--- config.mk ---
export PLATFORM = sky130hd
export DESIGN_NAME = contador_regresivo
export DESIGN_NICKNAME = d
export VERILOG_FILES = /design/src/rtl/contador_regresivo.sv
export SDC_FILE = /design/constraint.sdc
export NUM_CORES = 1
export LEC_CHECK = 0
export ABC_CLOCK_PERIOD_IN_PS = 5000
export CAP_MARGIN = 30
export CORE_MARGIN = 2
export CORE_UTILIZATION = 30
export CTS_CLUSTER_DIAMETER = 60
export DETAILED_ROUTE_END_ITERATION = 8
export PLACE_DENSITY_LB_ADDON = 0.1
export SETUP_SLACK_MARGIN = 0.05
export SKIP_CTS_REPAIR_TIMING = 1
export SLEW_MARGIN = 25
export SYNTH_ARGS = -nofsm -noshare
export SYNTH_HDL_FRONTEND = slang
export SYNTH_SLANG_ARGS = --single-unit
--- constraint.sdc ---
create_clock -name clk -period 5 [get_ports clk]
set_input_delay 0.5 -clock clk [delete_from_list [all_inputs] [get_ports clk]]
set_output_delay 0.5 -clock clk [all_outputs]
set_load 0.02 [all_outputs]
--- src/rtl/contador_regresivo.sv ---
// Down-counter with start/pause/abort control, optional auto-reload and a
// one-cycle done pulse on each terminal event.
module contador_regresivo #(
  parameter int unsigned N = 8
) (
  input  logic         clk,
  input  logic         reset,
  input  logic         tick,
  input  logic         start,
  input  logic         pause,
  input  logic         abort,
  input  logic         auto_reload,
  input  logic [N-1:0] load_val,
  output logic [N-1:0] count,
  output logic         busy,
  output logic         done,
  output logic         zero
);

  typedef enum logic [1:0] {
    IDLE   = 2'd0,
    RUN    = 2'd1,
    PAUSED = 2'd2
  } state_e;

  state_e       state_q, state_d;
  logic [N-1:0] count_q, count_d;
  logic         busy_q, busy_d;
  logic         done_q, done_d;

  // Next-state logic; priority is abort > start > pause > tick.
  always_comb begin
    state_d = state_q;
    count_d = count_q;
    done_d  = 1'b0;

    if (abort) begin
      state_d = IDLE;
      count_d = '0;
    end else if (start) begin
      if (load_val != '0) begin
        state_d = RUN;
        count_d = load_val;
      end else begin
        state_d = IDLE;
        count_d = '0;
        done_d  = 1'b1;
      end
    end else begin
      unique case (state_q)
        RUN: begin
          if (pause) begin
            state_d = PAUSED;
          end else if (tick) begin
            if (count_q > N'(1)) begin
              count_d = count_q - N'(1);
            end else begin
              // Terminal count: reload if enabled and the reload value is usable.
              done_d = 1'b1;
              if (auto_reload && (load_val != '0)) begin
                count_d = load_val;
              end else begin
                state_d = IDLE;
                count_d = '0;
              end
            end
          end
        end
        PAUSED: begin
          if (!pause) begin
            state_d = RUN;
          end
        end
        default: begin
          state_d = IDLE;
        end
      endcase
    end

    busy_d = (state_d != IDLE);
  end

  always_ff @(posedge clk or posedge reset) begin
    if (reset) begin
      state_q <= IDLE;
      count_q <= '0;
      busy_q  <= 1'b0;
      done_q  <= 1'b0;
    end else begin
      state_q <= state_d;
      count_q <= count_d;
      busy_q  <= busy_d;
      done_q  <= done_d;
    end
  end

  assign count = count_q;
  assign busy  = busy_q;
  assign done  = done_q;
  assign zero  = (count_q == '0);

endmodule

==> metrics.cfg, run 1 <==
[cells_and_area]
diodes = 0
multi_input_area_um2 = 592
layout.nets = 161
fillerInstances = 317
stdcell_area_mm2 = 0.00126
seqCellArea_um2 = 300
post_route_cells_drive_above_1_share_pct = 6.43
area_growth_pct = 34.2

[pwr]
intPower_uw = 186
switching_share_pct = 33.3
p_per_area_mw_per_mm2 = 222
comb_power_share_pct = 30.3
p_sw_uw = 93.1
p_leak_nw = 0.507
seqPwrFrac_pct = 39.5
pwr-share-clk_pct = 30.2
vdd_ir_drop_max_v = 0.0000744

[logic_synthesis]
synth_ff_type = dfrtp_1
synth.largest_area_cell = dfrtp_1
syn_area_um2 = 937
synth_common_cells = dfrtp_1, inv_1, nor2_1
synth_edf_count = 0
synth.distinct_cells = 39
netlist.area_leader.share_pct = 32.0
synth_area_leaders = dfrtp_1, ha_1, inv_1
yosysMostFrequentCell = dfrtp_1
ys_seq_elements = 12
synth_warnings = 0
syn_nets = 133
yosysSeqAreaShare_pct = 32.0
synthArstFlopShare_pct = 100
syn_avg_cell_area_um2 = 8.29
synthCells = 113

[worst_setup_path]
reg2reg_from = count[2]
worstSetupStartpointType = flip-flop
crit_start = count[2]
cp.arrival_ns = 2.09
crit_path_max_fanout = 8
critPathCaptureType = output port
worstPathRequired_ns = 4.50
path_class = flip-flop to output port

[placed_design]
gp_congestion = 0.747
port_buffers = 25
dpl_cell_area_mm2 = 0.00122
hpwl_mm = 2.01

[detailed_routing]
first_pass_iters = 4
drc = 0
wirelength_mm = 2.64
via_count = 972
drt_iter0_drc = 31
ant_nets = 0
viasPerCell = 5.62
wl_per_cell_um = 15.3

[clock_tree]
path_clk_slew_ns = 0.09
cts.sinks = 12
cts_inserted_buffers = 3
cts_tree = yes
root_buffer = clkbuf_4
htree_num_levels = 1
cts_buffer_depth = 2
clk_latency_ns = 0.29

[status]
outcome = complete, no violations

[global_route]
grt_max_degree = 17
first_global_vias = 895
global_route.overflow_total = 0
antenna_found_initial = 0
grt_usage_pct = 16.5
grt_first_pass_wirelength_mm = 4.33

[timing]
tightest_slew_ns = 0.815
layout_min_cycle_time_ns = 2.59
finClkSkew_ns = 0.00699
hold_violations = 0
maxSlewHeadroom_pct = 45.2
finalCritPeriodShare_pct = 51.7
tns_ns = 0
setup_viol = 0
fmax_mhz = 387
rsz0062_at_grt = no
drv_slew = 0

[hold_path]
min_path_type = input port to asynchronous set/reset pin

[die]
initial_utilization_pct = 31.2
die_x_um = 59.9
chipHeight_um = 59.9
die_area_mm2 = 0.00359
ios = 26
core-area_mm2 = 0.00300
fp-row-count = 20

[run]
cap_violations = 0

## critical path, cell delays in order (launching register included)
cell             delay [ns]
dfrtp_1                0.49
nor3_2                 0.45
and3_1                 0.25
clkdlybuf4s50_1        0.61
## kinds of logic after synthesis
group / share of synthesized area, %
buffers and inverters: 4.81
multiplexers: 1.07
XOR/XNOR: 0.935
adder cells (fa/ha/maj): 6.68
flip-flops: 32.0
AO/OA/AOI/OAI: 26.8
AND/OR/NAND/NOR: 27.6
## power by group through the flow
stage	clock, mW	sequential [mW]	combinational [mW]
final	0.0843	0.110	0.0847
after global routing	0.0875	0.111	0.0940
after CTS	0.0832	0.110	0.0849
after detailed placement	0	0.112	0.0842
after global placement	0	0.112	0.0849
after floorplan	0	0.116	0.0435
## layout make-up
type | count | area share [%]
multi-input cells | 89 | 47.1
clock buffers | 4 | 2.89
well taps | 33 | 3.28
flip-flops and latches | 12 | 23.9
repair buffers | 25 | 19.9
inverters | 10 | 2.99
## routing by layer
metal / global-route usage (%) / up-vias / wire length (um)
li1: - / 484 / -
met1: 24.0 / 457 / 1360
met2: 23.6 / 26 / 1130
met3: 3.46 / 5 / 123
met4: 6.67 / 0 / 33
met5: 0 / - / 0
## per-stage QoR
step	power [mW]	util, %	instances	hold slack [ns]	worst slack (ns)
final	0.279	41.9	173	0.521	2.41
after global routing	0.293	41.9	173	0.588	2.34
after CTS	0.278	41.9	173	0.556	2.43
after detailed placement	0.196	40.7	169	0.645	2.63
after global placement	0.197	40.7	169	0.643	2.63
after floorplan	0.159	-	113	0.365	3.21
## registers in the layout, summed over array words and instances (netlist names)
name / flops
done: 1
state_q: 2
busy: 1
count: 8
## worst paths after layout
kind                            slack (ns)  cells past startpoint    endpoint
worst max register to register        3.05                      4    count[5]
worst min-delay path                  0.52                      2    count[7]
max in group asynchronous             4.14                      2    count[0]
worst min register to register        0.65                      2  state_q[1]
worst max-delay path                  2.41                      3        zero
min in group clk                      0.65                      2  state_q[1]
## cells in the final DEF, fill, tap and decap left out, drive strengths merged, types with 2 or more instances in the layout
master	netlist	final
o21bai	2	2
nor2b	2	2
a21oi	7	7
clkbuf	2	4
nand4	2	2
o211ai	2	2
or4	3	3
clkdlybuf4s50	0	25
inv	10	10
o31ai	2	2
a211oi	3	3
nand2b	2	2
o221ai	3	3
nor4	3	3
nand4b	2	2
nand3	3	3
o21ai	5	5
or3	5	5
nand2	7	7
dfrtp	12	12
a21boi	3	3
ha	5	5
or2	2	2
nor2	8	8
nor3	4	4
Power figures use the tool's default switching activity.
==> inputs of run 2 (changes only) <==
- ABC_CLOCK_PERIOD_IN_PS: 5000 -> 2600
- clock period: 5 -> 2.6 ns (I/O delays scaled with it)
==> run 2 against run 1 <==
  * Via count rose by 3.3%
  * First-iteration DRC count fell by 35%
  * Non-clock buffer count rose by 5
  * Combinational power rose by 100%
  * Clock-buffer cell count fell by 1
  * Largest power group unchanged
  * Register-to-register slack got worse by 2.4 ns
  * Clock skew rose by 0.00056 ns
==> metrics.cfg, run 2 (synthesis gave the netlist of run 1 again) <==
[clock_tree]
clk_latency_ns = 0.28  ; about the same
path_clk_slew_ns = 0.08  ; about the same
htree_num_levels = 1  ; unchanged
cts_inserted_buffers = 3  ; unchanged
cts.sinks = 12  ; unchanged
cts_tree = yes
root_buffer = clkbuf_4
cts_buffer_depth = 2  ; unchanged

[worst_setup_path]
worstSetupStartpointType = flip-flop
critPathCaptureType = output port
crit_path_max_fanout = 7  ; -1
cp.arrival_ns = 2.02  ; -0.07 ns
path_class = flip-flop to output port
worstPathRequired_ns = 2.34  ; -2.16 ns

[pwr]
seqPwrFrac_pct = 42.2  ; +2.7 points
intPower_uw = 332  ; +78%
vdd_ir_drop_max_v = 0.000123  ; +65%
p_total_uw = 503  ; +80%
p_leak_nw = 0.525  ; +3.5%
p_per_area_mw_per_mm2 = 392  ; +77%
switching_share_pct = 34.0  ; +0.64 points
p_sw_uw = 171  ; +84%
comb_power_share_pct = 34.1  ; +3.8 points
pwr-share-clk_pct = 23.7  ; -6.5 points

[die]
ios = 26  ; unchanged
die_x_um = 59.9  ; unchanged
initial_utilization_pct = 31.2  ; unchanged
fp-row-count = 20  ; unchanged
chipHeight_um = 59.9  ; unchanged
core-area_mm2 = 0.00300  ; unchanged
die_area_mm2 = 0.00359  ; unchanged

[cells_and_area]
final_cell_count_no_fill = 177  ; +2.3%
final_common_cell = clkdlybuf4s50_1
largest_reg_flops = 8  ; unchanged
fillerInstances = 303  ; -4.4%
layout.nets = 166  ; +3.1%
post_route_cells_drive_above_1_share_pct = 9.03  ; +2.6 points
final_core_util_pct = 42.7  ; +0.79 points
stdcell_area_mm2 = 0.00128  ; +1.9%
area_growth_pct = 36.7
diodes = 0  ; unchanged
layout_common_cells = clkdlybuf4s50_1, dfrtp_1, inv_1

[detailed_routing]
drc = 0  ; unchanged
drt_iter0_drc = 20  ; -35%
wl_per_cell_um = 15.8  ; +3.4%
first_pass_iters = 4  ; unchanged
viasPerCell = 5.67  ; +0.96%
ant_nets = 0  ; unchanged
wirelength_mm = 2.80  ; +5.8%
via_count = 1004  ; +3.3%

[global_route]
grt_usage_pct = 17.5  ; +0.99 points
first_global_vias = 987  ; +10%
antenna_found_initial = 0  ; unchanged
grt_first_pass_wirelength_mm = 4.71  ; +8.6%
grt_max_degree = 16  ; -1
global_route.overflow_total = 0  ; unchanged

[placed_design]
place_ws_ns = 0.629  ; -2.00 ns
hpwl_mm = 2.14  ; +6.4%
gp_congestion = 0.847  ; +13%
port_buffers = 25  ; unchanged
dpl_cell_area_mm2 = 0.00126  ; +3.1%
placedCellCount = 174  ; +3.0%

[hold_path]
min_path_type = input port to asynchronous set/reset pin

[timing]
maxSlewHeadroom_pct = 64.9  ; +20 points
finalCritPeriodShare_pct = 87.8
setup_ws_ns = 0.318  ; -2.09 ns
tightest_slew_ns = 0.513  ; -0.301 ns
tns_ns = 0  ; unchanged
fmax_mhz = 438
drv_slew = 0  ; unchanged
hold_slack_ns = 0.298  ; -0.223 ns
setup_viol = 0  ; unchanged
hold_violations = 0  ; unchanged
finClkSkew_ns = 0.00755  ; +0.000558 ns
rsz0062_at_grt = no
layout_min_cycle_time_ns = 2.28

[status]
outcome = complete, no violations

[run]
cap_violations = 0  ; unchanged

==> run 2: cell types whose count changed in the layout (fill, tap and decap cells not counted), sizes merged <==
cell / previous run / this run
clkbuf: 4 / 3
buf: 0 / 5
==> run 2: worst max-delay path: stages (launching register included) <==
cell,delay (ns)
dfrtp_1,0.45
nor3_1,0.45
and3_1,0.24
clkdlybuf4s50_1,0.61
==> run 2: area by class of cell <==
| cell class | count | area (um^2) | share of cell area [%] |
|---|---|---|---|
| Timing Repair Buffer | 30 | 288 | 22.5 |
| Inverter | 10 | 37.5 | 2.93 |
| Multi-Input combinational cell | 89 | 592 | 46.2 |
| Clock buffer | 3 | 22.5 | 1.76 |
| Sequential cell | 12 | 300 | 23.4 |
| Tap cell | 33 | 41.3 | 3.22 |
==> run 2: worst paths after layout <==
check,from,endpoint,slack [ns],cells past startpoint
worst max-delay path,count[5],zero,0.32,3
worst min-delay path,reset,done,0.30,2
worst max register to register,count[2],count[6],0.62,4
worst min register to register,state_q[1],state_q[1],0.67,2
max in group asynchronous,reset,state_q[1],1.96,2
min in group clk,load_val[1],count[1],0.57,2
==> run 2: metal layers <==
layer  vias to the layer above  global-route usage (%)  routed length (um)
li1                        497                       -                   -
met1                       468                    25.3                1360
met2                        37                    26.7                1240
met3                         2                    3.03                 175
met4                         0                    4.76                  21
met5                         -                       0                   0
==> run 2: power by group through the flow <==
stage	Clock (mW)	Sequential [mW]	Combinational, mW
finish	0.119	0.212	0.171
floorplan	0	0.223	0.0836
global placement	0	0.215	0.171
CTS	0.123	0.212	0.171
detailed placement	0	0.215	0.170
global route	0.136	0.214	0.188
